$ cat config.mk
export PLATFORM = sky130hd
export DESIGN_NAME = mem_port_arbiter_flat
export DESIGN_NICKNAME = d
export VERILOG_FILES = /design/src/rtl/mem_port_arbiter_pkg.sv /design/src/rtl/mem_port_arbiter_if.sv /design/src/rtl/mem_port_arbiter_arb_watchdog.sv /design/src/rtl/mem_port_arbiter.sv /design/src/flat_wrapper.sv
export SDC_FILE = /design/constraint.sdc
export NUM_CORES = 1
export LEC_CHECK = 0
export ABC_AREA = 1
export CELL_PAD_IN_SITES_DETAIL_PLACEMENT = 0
export CELL_PAD_IN_SITES_GLOBAL_PLACEMENT = 1
export CORE_MARGIN = 4
export CORE_UTILIZATION = 39
export DETAILED_ROUTE_END_ITERATION = 7
export DONT_BUFFER_PORTS = 1
export GPL_TIMING_DRIVEN = 0
export PLACE_DENSITY = 0.76
export SLEW_MARGIN = 20
export SYNTH_ARGS = -nofsm -noshare
export SYNTH_HDL_FRONTEND = slang
export SYNTH_SLANG_ARGS = --single-unit
$ cat constraint.sdc
create_clock -name clk -period 1.9 [get_ports clk]
set_clock_uncertainty 0.15 [all_clocks]
set_input_delay 0.38 -clock clk [delete_from_list [all_inputs] [get_ports clk]]
set_output_delay 0.38 -clock clk [all_outputs]
set_load 0.01 [all_outputs]
$ cat src/rtl/mem_port_arbiter_pkg.sv
// mem_port_arbiter_pkg
// Shared definitions for the unified memory port arbiter: the arbiter
// state encoding, default bus widths and timeout, requester ids and a
// small helper that maps a requester id to its grant state.
// No ports (package).

package mem_port_arbiter_pkg;

    localparam int AW_DEF      = 32;
    localparam int DW_DEF      = 32;
    localparam int TIMEOUT_DEF = 255;

    localparam logic REQ_IF = 1'b0;
    localparam logic REQ_DM = 1'b1;

    typedef enum logic [1:0] {
        IDLE     = 2'd0,
        GRANT_DM = 2'd1,
        GRANT_IF = 2'd2,
        ERR      = 2'd3
    } arb_state_t;

    // Grant state that serves the given requester.
    function automatic arb_state_t grant_state(input logic id);
        return (id == REQ_DM) ? GRANT_DM : GRANT_IF;
    endfunction

endpackage

$ cat src/rtl/mem_port_arbiter_if.sv
// mem_port_arbiter_if
// Bundles the fetch-stage, memory-stage and memory-array handshakes of the
// arbiter into one interface.
//   fetch : if_req, if_addr -> if_rdata, if_done
//   data  : dm_req, dm_we, dm_addr, dm_wdata -> dm_rdata, dm_done
//   memory: mem_req, mem_we, mem_addr, mem_wdata <- mem_rdata, mem_ready
//   status: stall, err
// Modports: master = arbiter view, slave = pipeline/memory view.

interface mem_port_arbiter_if
    import mem_port_arbiter_pkg::*;
#(
    parameter int AW = AW_DEF,
    parameter int DW = DW_DEF
);

    logic          if_req;
    logic [AW-1:0] if_addr;
    logic [DW-1:0] if_rdata;
    logic          if_done;

    logic          dm_req;
    logic          dm_we;
    logic [AW-1:0] dm_addr;
    logic [DW-1:0] dm_wdata;
    logic [DW-1:0] dm_rdata;
    logic          dm_done;

    logic          mem_req;
    logic          mem_we;
    logic [AW-1:0] mem_addr;
    logic [DW-1:0] mem_wdata;
    logic [DW-1:0] mem_rdata;
    logic          mem_ready;

    logic          stall;
    logic          err;

    modport master (
        input  if_req, if_addr, dm_req, dm_we, dm_addr, dm_wdata,
               mem_rdata, mem_ready,
        output if_rdata, if_done, dm_rdata, dm_done,
               mem_req, mem_we, mem_addr, mem_wdata, stall, err
    );

    modport slave (
        output if_req, if_addr, dm_req, dm_we, dm_addr, dm_wdata,
               mem_rdata, mem_ready,
        input  if_rdata, if_done, dm_rdata, dm_done,
               mem_req, mem_we, mem_addr, mem_wdata, stall, err
    );

endinterface

$ cat src/rtl/mem_port_arbiter_arb_watchdog.sv
// arb_watchdog
// Wait-cycle counter for a granted memory access.
//   clk     in  clock
//   rst     in  synchronous active-low reset
//   clr     in  force the count back to zero
//   en      in  count one more wait cycle
//   expired out count has reached TIMEOUT

module arb_watchdog
    import mem_port_arbiter_pkg::*;
#(
    parameter int TIMEOUT = TIMEOUT_DEF
)(
    input  logic clk,
    input  logic rst,
    input  logic clr,
    input  logic en,
    output logic expired
);

    // Wide enough to hold TIMEOUT itself, with a floor of one bit.
    localparam int CW = $clog2(TIMEOUT + 2);

    logic [CW-1:0] count_q;

    // Counter saturates at TIMEOUT; clearing has priority over counting.
    always_ff @(posedge clk) begin
        if (!rst || clr) begin
            count_q <= '0;
        end else if (en && !expired) begin
            count_q <= count_q + 1'b1;
        end
    end

    assign expired = (count_q == CW'(TIMEOUT));

endmodule

$ cat src/rtl/mem_port_arbiter.sv
// mem_port_arbiter
// Shares one variable-latency memory port between instruction fetch and
// the memory stage. Data accesses win ties because the memory-stage
// instruction is older. Stalls the pipeline while any request is pending
// and locks into a sticky error if a granted access never completes.
//   clk  in  clock
//   rst  in  synchronous active-low reset
//   bus  master modport of mem_port_arbiter_if (fetch, data, memory,
//        stall and err signals)

module mem_port_arbiter
    import mem_port_arbiter_pkg::*;
#(
    parameter int AW      = AW_DEF,
    parameter int DW      = DW_DEF,
    parameter int TIMEOUT = TIMEOUT_DEF
)(
    input  logic               clk,
    input  logic               rst,
    mem_port_arbiter_if.master bus
);

    arb_state_t    state_q;
    logic          req_q;
    logic          we_q;
    logic [AW-1:0] addr_q;
    logic [DW-1:0] wdata_q;
    logic          if_done_q;
    logic          dm_done_q;
    logic [DW-1:0] if_rdata_q;
    logic [DW-1:0] dm_rdata_q;
    logic          err_q;

    logic          granted;
    logic          expired;

    assign granted = (state_q == GRANT_DM) || (state_q == GRANT_IF);

    // The wait counter restarts whenever no access is in flight, so each
    // grant begins counting from zero.
    arb_watchdog #(.TIMEOUT(TIMEOUT)) u_watchdog (
        .clk     (clk),
        .rst     (rst),
        .clr     (!granted),
        .en      (granted && !bus.mem_ready),
        .expired (expired)
    );

    // Arbiter FSM. Memory-side outputs come only from the registers latched
    // at grant time. A requester whose done pulse is high this cycle is
    // still holding its request, so it is masked to avoid a second grant.
    // On completion mem_ready is checked before the timeout so a late
    // answer on the final allowed cycle still succeeds.
    always_ff @(posedge clk) begin
        if (!rst) begin
            state_q    <= IDLE;
            req_q      <= 1'b0;
            we_q       <= 1'b0;
            addr_q     <= '0;
            wdata_q    <= '0;
            if_done_q  <= 1'b0;
            dm_done_q  <= 1'b0;
            if_rdata_q <= '0;
            dm_rdata_q <= '0;
            err_q      <= 1'b0;
        end else begin
            if_done_q <= 1'b0;
            dm_done_q <= 1'b0;
            case (state_q)
                IDLE: begin
                    if (bus.dm_req && !dm_done_q) begin
                        state_q <= grant_state(REQ_DM);
                        req_q   <= 1'b1;
                        we_q    <= bus.dm_we;
                        addr_q  <= bus.dm_addr;
                        wdata_q <= bus.dm_wdata;
                    end else if (bus.if_req && !if_done_q) begin
                        state_q <= grant_state(REQ_IF);
                        req_q   <= 1'b1;
                        we_q    <= 1'b0;
                        addr_q  <= bus.if_addr;
                    end
                end
                GRANT_DM: begin
                    if (bus.mem_ready) begin
                        if (!we_q) begin
                            dm_rdata_q <= bus.mem_rdata;
                        end
                        dm_done_q <= 1'b1;
                        req_q     <= 1'b0;
                        we_q      <= 1'b0;
                        state_q   <= IDLE;
                    end else if (expired) begin
                        req_q   <= 1'b0;
                        we_q    <= 1'b0;
                        err_q   <= 1'b1;
                        state_q <= ERR;
                    end
                end
                GRANT_IF: begin
                    if (bus.mem_ready) begin
                        if_rdata_q <= bus.mem_rdata;
                        if_done_q  <= 1'b1;
                        req_q      <= 1'b0;
                        state_q    <= IDLE;
                    end else if (expired) begin
                        req_q   <= 1'b0;
                        err_q   <= 1'b1;
                        state_q <= ERR;
                    end
                end
                ERR: begin
                    req_q <= 1'b0;
                    we_q  <= 1'b0;
                    err_q <= 1'b1;
                end
                default: begin
                    state_q <= IDLE;
                end
            endcase
        end
    end

    assign bus.mem_req   = req_q;
    assign bus.mem_we    = we_q;
    assign bus.mem_addr  = addr_q;
    assign bus.mem_wdata = wdata_q;
    assign bus.if_rdata  = if_rdata_q;
    assign bus.if_done   = if_done_q;
    assign bus.dm_rdata  = dm_rdata_q;
    assign bus.dm_done   = dm_done_q;
    assign bus.err       = err_q;

    // Stall follows the live requests so the pipeline releases in the
    // same cycle the done pulse arrives.
    assign bus.stall = (bus.if_req & ~if_done_q)
                     | (bus.dm_req & ~dm_done_q)
                     | (state_q == ERR);

endmodule

$ cat src/flat_wrapper.sv
// flat-port wrapper written by rule: the top's interface ports become plain ports
module mem_port_arbiter_flat import mem_port_arbiter_pkg::*;
#(
    parameter int AW      = AW_DEF,
    parameter int DW      = DW_DEF,
    parameter int TIMEOUT = TIMEOUT_DEF
)
  (clk, rst, bus_if_req, bus_if_addr, bus_dm_req, bus_dm_we, bus_dm_addr, bus_dm_wdata, bus_mem_rdata, bus_mem_ready, bus_if_rdata, bus_if_done, bus_dm_rdata, bus_dm_done, bus_mem_req, bus_mem_we, bus_mem_addr, bus_mem_wdata, bus_stall, bus_err);
  mem_port_arbiter_if #(.AW(AW), .DW(DW)) bus_i ();
  input  logic clk;
  input  logic rst;
  input wire logic [$bits(bus_i.if_req)-1:0] bus_if_req;
  input wire logic [$bits(bus_i.if_addr)-1:0] bus_if_addr;
  input wire logic [$bits(bus_i.dm_req)-1:0] bus_dm_req;
  input wire logic [$bits(bus_i.dm_we)-1:0] bus_dm_we;
  input wire logic [$bits(bus_i.dm_addr)-1:0] bus_dm_addr;
  input wire logic [$bits(bus_i.dm_wdata)-1:0] bus_dm_wdata;
  input wire logic [$bits(bus_i.mem_rdata)-1:0] bus_mem_rdata;
  input wire logic [$bits(bus_i.mem_ready)-1:0] bus_mem_ready;
  output wire logic [$bits(bus_i.if_rdata)-1:0] bus_if_rdata;
  output wire logic [$bits(bus_i.if_done)-1:0] bus_if_done;
  output wire logic [$bits(bus_i.dm_rdata)-1:0] bus_dm_rdata;
  output wire logic [$bits(bus_i.dm_done)-1:0] bus_dm_done;
  output wire logic [$bits(bus_i.mem_req)-1:0] bus_mem_req;
  output wire logic [$bits(bus_i.mem_we)-1:0] bus_mem_we;
  output wire logic [$bits(bus_i.mem_addr)-1:0] bus_mem_addr;
  output wire logic [$bits(bus_i.mem_wdata)-1:0] bus_mem_wdata;
  output wire logic [$bits(bus_i.stall)-1:0] bus_stall;
  output wire logic [$bits(bus_i.err)-1:0] bus_err;
  assign bus_i.if_req = bus_if_req;
  assign bus_i.if_addr = bus_if_addr;
  assign bus_i.dm_req = bus_dm_req;
  assign bus_i.dm_we = bus_dm_we;
  assign bus_i.dm_addr = bus_dm_addr;
  assign bus_i.dm_wdata = bus_dm_wdata;
  assign bus_i.mem_rdata = bus_mem_rdata;
  assign bus_i.mem_ready = bus_mem_ready;
  assign bus_if_rdata = bus_i.if_rdata;
  assign bus_if_done = bus_i.if_done;
  assign bus_dm_rdata = bus_i.dm_rdata;
  assign bus_dm_done = bus_i.dm_done;
  assign bus_mem_req = bus_i.mem_req;
  assign bus_mem_we = bus_i.mem_we;
  assign bus_mem_addr = bus_i.mem_addr;
  assign bus_mem_wdata = bus_i.mem_wdata;
  assign bus_stall = bus_i.stall;
  assign bus_err = bus_i.err;
  mem_port_arbiter #(.AW(AW), .DW(DW), .TIMEOUT(TIMEOUT)) u_core (.clk(clk), .rst(rst), .bus(bus_i));
endmodule
==> run summary <==
The data arrival time of the critical path is 2.09 ns, and the antenna diode count is 0. The tree is rooted in a sky130_fd_sc_hd__clkbuf_16. The tools report the via count of the first global-routing pass as 5326.

TritonCTS built the clock tree. For this design, the slowest cell found on the critical path is sky130_fd_sc_hd__dfxtp_4. Synthesis instantiated 26 different standard cells from the library. For the sequential group share of total power, the log shows 0.445.

During I/O placement, the number of pins put on the boundary was 268. The cell occurring most often along the worst timing path was sky130_fd_sc_hd__nand2_1. The clock latency on the worst-skew pair is 0.41 ns.

The fraction of layout cells with a size suffix above 1 is 0.111, and the HPWL after detailed placement is 14000 um. The ratio of final minimum period to clock period was 1.01. STA puts the critical path data required time at 2.07 ns. By area the synthesized netlist is led by sky130_fd_sc_hd__dfxtp_1 (50%), sky130_fd_sc_hd__nor2_1 (12%), sky130_fd_sc_hd__nand2_1 (11%), sky130_fd_sc_hd__o21ai_0 (8.2%), sky130_fd_sc_hd__a21oi_1 (6.2%). The run finished, with violations left. Effective utilization at floorplan: 0.398. Cell count of the worst reg-to-reg path: 13.

The mapped netlist covers 5780 um2. In this run the tool buffered the top-level ports with 0 buffer cells. The final core area utilization came out at 0.510.

The average instance in the mapped netlist occupies 7.29 um2. For this run, design rule violations remaining after detail routing come to 0. The startpoint identified for the worst register-to-register timing path is u_core.u_watchdog.count_q[1]$_SDFFE_PP0P_. The internal power is 6.76 mW, and the total power per unit cell area is 1450 nW/um2. The share of synthesized area occupied by flip-flops and latches is 0.498. The normalized max-slew margin was 0.663; the flip-flop and latch count after synthesis was 144. For the CTS buffer count, the log shows 17. Final hold analysis gives a worst-case slack of 0.0202 ns. The logs give 10.8 mW for the total design power and 4.01 mW for the net switching power. The combined buffer and inverter count along the critical path was 1; the combined flip-flop and latch cell area was 2890 um2.

The Yosys step of the flow raised 0 warnings. The minimum setup slack among reg-to-reg paths was -0.02 ns; the residual overflow from global routing was 0. The max-slew violation count is 0, and the number of core rows is 44. At the end of routability-driven placement, the weighted congestion stood at 0.799.

The H-tree was split into 4 levels. The maximum number of pins on one net before global-route repair is 17. The longest clock path from root to sink contains 2 buffers.

Largest fanout of any net on the critical path: 5. The startpoint identified for the worst hold timing path is bus_mem_rdata[27]. The worst path in the final design needs a cycle of 1.92 ns, including I/O delays and setup. The tool flagged a number of max-cap violations equal to 0.

The placeable core region was 14500 um2. The worst setup path is of the flip-flop to flip-flop kind. The first global-routing pass estimated 27900 um of wire.

The via count of the routed design is 5480. The worst hold path terminates at u_core.bus.if_rdata[27]$_SDFFE_PN0P_. Traced cell by cell, the critical path runs through ha_4, nand2_4, nor3_4, nand2_1, nor2_2, ha_2, inv_2, nand3_4, nand2_4, nor2_4, nand2_1, nand2_1, nor2_1. Floorplan die area: 16800 um2. The worst hold-check path type was primary input to flip-flop. The number of hold violations in the final report was 0. The switching fraction of total power was 0.372.

The largest total area in the synthesized netlist belongs to sky130_fd_sc_hd__dfxtp_1. In this run the critical register-to-register path is captured at u_core.state_q[0]$_SDFFE_PN0P_. On the worst path, the slowest cell contributes a delay of 0.37 ns. The transition at the pin with the smallest max-transition slack was 0.506 ns. The worst setup path is captured at a flip-flop.

For the final critical-path setup slack, the log shows -0.0246 ns. Share of Yosys cell area claimed by the top area cell type: 0.498. Family of cells with the greatest summed delay on the critical path: simple AND/OR/NAND/NOR gates. Using the TritonRoute via totals, the vias-per-cell ratio works out to 5.06.

By count the netlist is led by sky130_fd_sc_hd__nor2_1 (178), sky130_fd_sc_hd__nand2_1 (164), sky130_fd_sc_hd__dfxtp_1 (144), sky130_fd_sc_hd__o21ai_0 (95), sky130_fd_sc_hd__a21oi_1 (72). Number of endpoints failing setup at the final stage: 3. The detail route stage leaves a number of antenna-violating nets equal to 0.

Across the VDD grid, the largest voltage drop is 678 uV. The static power due to leakage came out at 3.13 nW. Setup repair after global routing could not meet its margin everywhere. The tree built by TritonCTS fans out to 144 sinks.

The clock-pin slew reported for the worst setup and hold paths after clock tree synthesis works out to 0.06 ns. Among all flip-flop cells after synthesis, the most frequent one is sky130_fd_sc_hd__dfxtp_1. For the share of power burned in combinational logic, the log shows 0.255.

The critical path depth in cells works out to 13. The worst hold path was traced through 2 stages. The global-route usage over all layers is 0.212, and the number of antenna violations at the first check in global routing is 0.

The vertical extent of the die is 130 um, and the number of enable-type register cells in the synthesized netlist is 0. Before CTS, the worst setup slack after placement is -0.223 ns. The checks that failed: setup timing. For this block, the initial DRC count from the detailed router was 195. The combined area of the multi-input logic cells was 2630 um2; the share of synthesized registers carrying an async set or reset was 0. The power share of the clock group came out at 0.300. Measured along the x axis, the die boundary spans 130 um.

For the total wirelength of the detailed-routed design, the log shows 18700 um. The kind of start point of the critical path was a flip-flop. The logs give 0.520 GHz for the highest achievable clock rate and 1027 for the final-stage net count.

The number of nets in the synthesized netlist is 935. The most instantiated library cell after synthesis is sky130_fd_sc_hd__nor2_1. The area growth from synthesis to layout is 28.2%. Synthesis produced 793 cells.

After filler insertion, the fill cell instance count of the layout stands at 1385. Before antenna repair, the detailed router went through 4 iterations. Dividing the detail-routed wire length by the instance count gives 17.2 um.
==> final cells by class <==
type                       count  area share
sequential                   144       0.390
tap                          184      0.0311
buffer                        51      0.0358
inverter                      22      0.0111
clock buffer                  19      0.0611
timing repair buffer          74       0.100
clock inverter                13      0.0170
multi-input combinational    575       0.354
==> what timing repair did <==
item | CTS | global route
pin swaps | 4 | 10
buffers inserted | 6 | 3
endpoints found under the setup margin | 13 | 66
resized for setup | 7 | 27
endpoints found under the hold margin | 96 | 0
hold buffers | 65 | 0
==> sequential cells by signal (all words and copies together) (netlist names), 2 cells and up <==
name	count
u_core.bus.dm_rdata	32
u_core.bus.if_rdata	32
u_core.bus.mem_addr	32
u_core.bus.mem_wdata	32
u_core.state_q	2
u_core.u_watchdog.count_q	9
==> power groups by stage <==
| stage | Clock (mW) | Combinational [mW] | Sequential [mW] |
|---|---|---|---|
| floorplan | 0 | 1.95 | 4.58 |
| global placement | 0 | 2.38 | 4.86 |
| detailed placement | 0 | 2.49 | 4.86 |
| CTS | 3.33 | 2.66 | 4.81 |
| global route | 3.47 | 3.15 | 4.89 |
| finish | 3.23 | 2.74 | 4.79 |
==> worst reg2reg max path, cell delays in order, from the launching register on <==
cell and delay [ns]:
sky130_fd_sc_hd__dfxtp_4 0.37, sky130_fd_sc_hd__ha_4 0.15, sky130_fd_sc_hd__nand2_4 0.06, sky130_fd_sc_hd__nor3_4 0.18, sky130_fd_sc_hd__nand2_1 0.09, sky130_fd_sc_hd__nor2_2 0.11
sky130_fd_sc_hd__ha_2 0.17, sky130_fd_sc_hd__inv_2 0.05, sky130_fd_sc_hd__nand3_4 0.12, sky130_fd_sc_hd__nand2_4 0.07, sky130_fd_sc_hd__nor2_4 0.14, sky130_fd_sc_hd__nand2_1 0.06
sky130_fd_sc_hd__nand2_1 0.06, sky130_fd_sc_hd__nor2_1 0.04
==> how the worst max path moves through the flow <==
stage	slack (ns)	startpoint	endpoint
5_1_grt	-0.18	u_core.u_watchdog.count_q[1]$_SDFFE_PP0P_	u_core.state_q[1]$_SDFFE_PN0P_
3_3_place_gp	-0.13	u_core.u_watchdog.count_q[1]$_SDFFE_PP0P_	u_core.state_q[0]$_SDFFE_PN0P_
6_report	-0.02	u_core.u_watchdog.count_q[1]$_SDFFE_PP0P_	u_core.state_q[0]$_SDFFE_PN0P_
3_5_place_dp	-0.22	u_core.u_watchdog.count_q[1]$_SDFFE_PP0P_	u_core.state_q[0]$_SDFFE_PN0P_
4_1_cts	0.006	u_core.u_watchdog.count_q[1]$_SDFFE_PP0P_	u_core.u_watchdog.count_q[7]$_SDFFE_PP0P_
2_1_floorplan	0.05	u_core.u_watchdog.count_q[1]$_SDFFE_PP0P_	u_core.state_q[1]$_SDFFE_PN0P_
==> placed cells by master (no fill, tap or decap), types with 12 or more instances in the layout <==
| master | netlist | final |
|---|---|---|
| sky130_fd_sc_hd__inv_1 | 18 | 17 |
| sky130_fd_sc_hd__dlygate4sd3_1 | 0 | 65 |
| sky130_fd_sc_hd__buf_2 | 18 | 17 |
| sky130_fd_sc_hd__buf_4 | 5 | 12 |
| sky130_fd_sc_hd__nand2_1 | 164 | 161 |
| sky130_fd_sc_hd__a21oi_1 | 72 | 72 |
| sky130_fd_sc_hd__dfxtp_1 | 144 | 142 |
| sky130_fd_sc_hd__clkbuf_16 | 0 | 17 |
| sky130_fd_sc_hd__o21ai_0 | 95 | 93 |
| sky130_fd_sc_hd__nand3_1 | 39 | 38 |
| sky130_fd_sc_hd__nor2_1 | 178 | 175 |
| sky130_fd_sc_hd__clkbuf_1 | 22 | 16 |
==> through the flow <==
stage | std cells | cell area, um2 | setup TNS [ns]
after floorplan | 793 | 5790 | 0
after CTS | 1079 | 7320 | 0
after global placement | 977 | 6020 | -0.418
after global routing | 1082 | 7410 | -1.76
after detailed placement | 977 | 6020 | -1.11
final | 1082 | 7410 | -0.0627
==> logic make-up after synthesis <==
logic type,synth area share
AND/OR/NAND/NOR,0.273
AO/OA/AOI/OAI,0.150
flip-flops,0.498
buffers and inverters,0.0597
multiplexers,0.00173
adder cells (fa/ha/maj),0.0173
==> per-layer routing <==
metal  track usage  vias up  wire length, um
li1              -     2757                -
met1         0.231     2463             7170
met2         0.369      233             9040
met3        0.0876       27             2050
met4        0.0807        0              397
met5             0        -                0
(Power assumes the default switching activity.)
